==> src/rtl/ac97_frame_serializer.sv <==
// AC97 output frame serializer: SYNC/SDATA_OUT generation, per-frame sample strobe,
// PCM slots 3/4 and a one-entry codec register-write command path in slots 1/2.
module ac97_frame_serializer (
    input  logic        I_BITCLK,
    input  logic        I_RESET,
    input  logic [19:0] I_SAMPLE_LEFT,
    input  logic [19:0] I_SAMPLE_RIGHT,
    input  logic        I_PCM_EN,
    input  logic        I_CMD_VALID,
    input  logic [6:0]  I_CMD_ADDR,
    input  logic [15:0] I_CMD_DATA,
    output logic        O_CMD_READY,
    output logic        O_STROBE,
    output logic        O_SYNC,
    output logic        O_SDATA_OUT
);

    localparam int unsigned FRAME_BITS = 256;
    localparam int unsigned CNT_W      = 8;
    localparam int unsigned SYNC_BITS  = 16;
    localparam int unsigned TAG_W      = 16;
    localparam int unsigned SLOT_W     = 20;
    localparam int unsigned ADDR_W     = 7;
    localparam int unsigned DATA_W     = 16;
    localparam int unsigned SHIFT_W    = TAG_W + 4 * SLOT_W;

    logic [CNT_W-1:0]   bit_cnt;
    logic               running;
    logic [SHIFT_W-1:0] shift_reg;
    logic               cmd_full;
    logic [ADDR_W-1:0]  cmd_addr;
    logic [DATA_W-1:0]  cmd_data;

    logic               frame_load;
    logic               cmd_accept;
    logic               full_next;
    logic [CNT_W-1:0]   bit_next;
    logic [TAG_W-1:0]   tag;
    logic [SLOT_W-1:0]  slot1;
    logic [SLOT_W-1:0]  slot2;
    logic [SLOT_W-1:0]  slot3;
    logic [SLOT_W-1:0]  slot4;
    logic [SHIFT_W-1:0] frame_new;

    // Frame assembly from live inputs; only consumed on the frame-load edge.
    always_comb begin
        frame_load = !running || (bit_cnt == CNT_W'(FRAME_BITS - 1));
        cmd_accept = I_CMD_VALID & O_CMD_READY;
        bit_next   = frame_load ? '0 : bit_cnt + CNT_W'(1);
        full_next  = frame_load ? cmd_accept : (cmd_full | cmd_accept);
        tag        = {1'b1, {2{cmd_full}}, {2{I_PCM_EN}}, 11'b0};
        slot1      = cmd_full ? {1'b0, cmd_addr, 12'b0} : '0;
        slot2      = cmd_full ? {cmd_data, 4'b0} : '0;
        slot3      = I_PCM_EN ? I_SAMPLE_LEFT : '0;
        slot4      = I_PCM_EN ? I_SAMPLE_RIGHT : '0;
        frame_new  = {tag, slot1, slot2, slot3, slot4};
    end

    // Bits 96..255 are always zero, so a 96-bit shift register filled with zeros covers the frame.
    always_ff @(posedge I_BITCLK) begin
        if (I_RESET) begin
            bit_cnt     <= '0;
            running     <= 1'b0;
            shift_reg   <= '0;
            cmd_full    <= 1'b0;
            cmd_addr    <= '0;
            cmd_data    <= '0;
            O_CMD_READY <= 1'b0;
            O_STROBE    <= 1'b0;
            O_SYNC      <= 1'b0;
            O_SDATA_OUT <= 1'b0;
        end else begin
            running  <= 1'b1;
            bit_cnt  <= bit_next;
            O_SYNC   <= (bit_next < CNT_W'(SYNC_BITS));
            O_STROBE <= frame_load;
            if (frame_load) begin
                shift_reg   <= {frame_new[SHIFT_W-2:0], 1'b0};
                O_SDATA_OUT <= frame_new[SHIFT_W-1];
            end else begin
                shift_reg   <= {shift_reg[SHIFT_W-2:0], 1'b0};
                O_SDATA_OUT <= shift_reg[SHIFT_W-1];
            end
            cmd_full    <= full_next;
            O_CMD_READY <= !full_next;
            if (cmd_accept) begin
                cmd_addr <= I_CMD_ADDR;
                cmd_data <= I_CMD_DATA;
            end
        end
    end

endmodule

==> config.mk <==
export PLATFORM = sky130hd
export DESIGN_NAME = ac97_frame_serializer
export DESIGN_NICKNAME = d
export VERILOG_FILES = /design/src/rtl/ac97_frame_serializer.sv
export SDC_FILE = /design/constraint.sdc
export NUM_CORES = 1
export LEC_CHECK = 0
export BUFFER_PORTS_ARGS = -buffer_cell sky130_fd_sc_hd__buf_2
export CELL_PAD_IN_SITES_DETAIL_PLACEMENT = 0
export CELL_PAD_IN_SITES_GLOBAL_PLACEMENT = 1
export CORE_MARGIN = 10
export CORE_UTILIZATION = 35
export DETAILED_ROUTE_END_ITERATION = 16
export PLACE_DENSITY = 0.65
export SETUP_SLACK_MARGIN = 0.4
export SYNTH_ARGS = -nofsm -noshare
export SYNTH_HDL_FRONTEND = slang
export SYNTH_SLANG_ARGS = --single-unit
==> constraint.sdc <==
create_clock -name I_BITCLK -period 2.1 [get_ports I_BITCLK]
set_input_delay 0.105 -clock I_BITCLK [delete_from_list [all_inputs] [get_ports I_BITCLK]]
set_output_delay 0.105 -clock I_BITCLK [all_outputs]
set_load 0.02 [all_outputs]
==> impl_metrics.py <==
metrics = {
    "synth": {
        "synthTopCellsByArea": "dfxtp_1, a22o_1, and3_1",
        "synth_top_area_frac": 0.640,
        "yosysSeqAreaShare": 0.640,
        "syn_area_sq_um": 4130,
        "synth_area_leader_cell": "dfxtp_1",
        "synth-seq-cells": 132,
        "syn_inst": 367,
        "synth_cell_types": 22,
        "synth_nets": 435,
        "yosys_warnings": 0,
        "avgSynthCellArea_sq_um": 11.3,
    },
    "critical_path": {
        "required_ns": 2.45,
        "cpPeakStageDelay_ns": 0.38,
        "path_buf_inv": 1,
        "cpLargestDelayFamily": "compound AO/OA/AOI/OAI gates",
        "path_cells": "ha_4 -> nand2_2 -> o31ai_4 -> and3_4 -> clkbuf_16 -> a22o_1",
        "slowest_stage": "dfxtp_1",
        "arrival_ns": 2.03,
        "path_class": "flip-flop to flip-flop",
        "end_kind": "flip-flop",
        "cp_max_fo": 11,
        "critPathLaunchType": "flip-flop",
    },
    "cells_and_area": {
        "drive_above_1_share": 0.229,
        "finalNetCount": 571,
        "largest_reg_flops": 95,
        "multi_input_comb_area_sq_um": 1310,
        "antenna_cells_inserted": 0,
        "syn_to_final_growth_pct": 44.4,
        "nFillCells": 992,
        "fin_util": 0.520,
        "seqCellArea_sq_um": 2640,
    },
    "clocking": {
        "clk_pin_slew_ns": 0.05,
        "clk_latency_ns": 0.41,
        "post_cts.repair.setup_buffers": 0,
        "htree_num_levels": 4,
        "clockRootBuffer": "clkbuf_16",
        "cts_sinks": 132,
        "cts_tree": "built",
        "cts_buffers": 17,
        "clock_path_buffers": 2,
    },
    "timing": {
        "timing.fmax_ghz": 0.595,
        "tightestPinTransition_ns": 0.392,
        "setup_viol": 0,
        "fin_tns_setup_ns": 0,
        "fin_hold_ws_ns": 0.222,
        "period_needed_ns": 1.68,
        "period_share": 0.801,
        "finalClockSkew_ns": 0.00814,
        "rsz0062_at_grt": "no",
        "hold_viol_final": 0,
        "slew_violations": 0,
        "maxSlewHeadroom": 0.738,
    },
    "global_routing": {
        "first_global_vias": 3198,
        "grt_pass1_wl_um": 15300,
        "antenna_found_initial": 0,
        "grt_util_all_layers": 0.115,
        "grt_max_degree": 43,
        "gr-total-overflow": 0,
    },
    "place": {
        "gp_congestion": 0.720,
        "place.port_buffers": 70,
        "dp_hpwl_um": 5320,
    },
    "routing": {
        "drc": 0,
        "wl_per_cell_um": 14.5,
        "vias": 3075,
        "postRouteAntennaNets": 0,
        "drt-pass1-iter-count": 4,
        "drtIter0Drc": 192,
        "via_per_inst": 4.67,
        "routed_wl_um": 9530,
    },
    "status": {
        "status": "finished clean",
    },
    "min_path": {
        "hold_path.class": "input pin to flip-flop",
    },
    "floorplanning": {
        "coreArea_sq_um": 11500,
        "start_util": 0.360,
        "io_pins": 71,
        "dieArea_sq_um": 16500,
        "die_h_um": 129,
        "rows": 39,
        "die_w_um": 129,
    },
    "power": {
        "power.static_leakage_uw": 0.00259,
        "peakVddDrop_mv": 0.508,
        "cellPowerDensity_nw_per_um2": 1040,
    },
    "flow_run": {
        "maxCapViolCount": 0,
    },
}
per-layer routing:
layer / vias up / track usage / share of wire
li1: 1557 / - / -
met2: 61 / 0.170 / 0.46
met3: 14 / 0.0489 / 0.055
met5: - / 0 / 0
met1: 1443 / 0.141 / 0.47
met4: 0 / 0.0550 / 0.016
area by class of cell:
cell class              count  area share
clock inverters             8      0.0285
multi-input cells         204       0.220
repair buffers            146       0.194
well taps                 143      0.0300
inverters                   2     0.00126
flip-flops and latches    132       0.443
clock buffers              24      0.0825
timing repair:
action / in CTS / in global routing
hold buffers: 64 / 0
endpoints found under the setup margin: 69 / 93
hold endpoints to repair: 64 / 0
pin swaps: 2 / 3
cloned: 0 / 3
gates resized for setup: 1 / 11
path summary, 6_finish.rpt:
kind,from,cells after the start,to,slack (ns)
worst max-delay path,bit_cnt[1],6,shift_reg[40],0.42
worst min-delay path,I_CMD_VALID,4,cmd_full,0.22
worst max register to register,bit_cnt[1],6,shift_reg[40],0.42
worst min register to register,shift_reg[94],1,shift_reg[95],0.42
synth_stat cells, drive strengths merged:
| cell | count |
|---|---|
| a21o | 4 |
| dfxtp | 132 |
| o31ai | 1 |
| nor2 | 13 |
| nand2 | 52 |
| xor2 | 2 |
| clkbuf | 15 |
| o31a | 1 |
| buf | 14 |
| inv | 2 |
| and2 | 3 |
| xnor2 | 4 |
| nand3 | 3 |
| a41o | 1 |
| ha | 1 |
| a22o | 62 |
| a21oi | 24 |
| and3 | 32 |
| nor3 | 1 |
logic make-up (layout without fill, tap and decap cells):
family / after synthesis / after routing / synth area share
flip-flops: 132 / 132 / 0.640
AND/OR/NAND/NOR: 104 / 104 / 0.118
AO/OA/AOI/OAI: 93 / 93 / 0.178
buffers and inverters: 31 / 180 / 0.0485
XOR/XNOR: 6 / 6 / 0.0127
adder cells (fa/ha/maj): 1 / 1 / 0.00303
cell usage in the layout, fill, tap and decap left out, drive strengths merged, types with 2 or more instances in the layout:
| cell type | count |
|---|---|
| dlygate4sd3 | 64 |
| a21oi | 24 |
| nor2 | 13 |
| xor2 | 2 |
| bufinv | 5 |
| inv | 2 |
| xnor2 | 4 |
| a21o | 4 |
| and3 | 32 |
| and2 | 3 |
| nand2 | 52 |
| buf | 80 |
| nand3 | 3 |
| dfxtp | 132 |
| a22o | 62 |
| clkbuf | 26 |
| clkinvlp | 2 |
report_power, final:
part	switching, uW	leakage, uW	total, uW	internal (uW)
Combinational	150	0.00121	344	193
Sequential	27.4	0.00107	2600	2570
Clock	1030	0.000317	3260	2230
Total	1210	0.00259	6200	5000
worst reg2reg max path, cell delays in order (launching register included):
cell and delay, ns:
dfxtp_1 0.38, ha_4 0.18, nand2_2 0.08, o31ai_4 0.34
and3_4 0.33, clkbuf_16 0.19, a22o_1 0.13
metrics by stage:
stage / total power (uW) / setup slack [ns] / cell area (sq um) / instances
final: 6200 / 0.419 / 5960 / 659
after global placement: 2880 / 0.377 / 4550 / 560
after global routing: 6430 / 0.364 / 5960 / 659
after floorplan: 2790 / 0.488 / 4130 / 367
after CTS: 6250 / 0.402 / 5860 / 656
after detailed placement: 2890 / 0.337 / 4550 / 560
(Power assumes the default switching activity.)
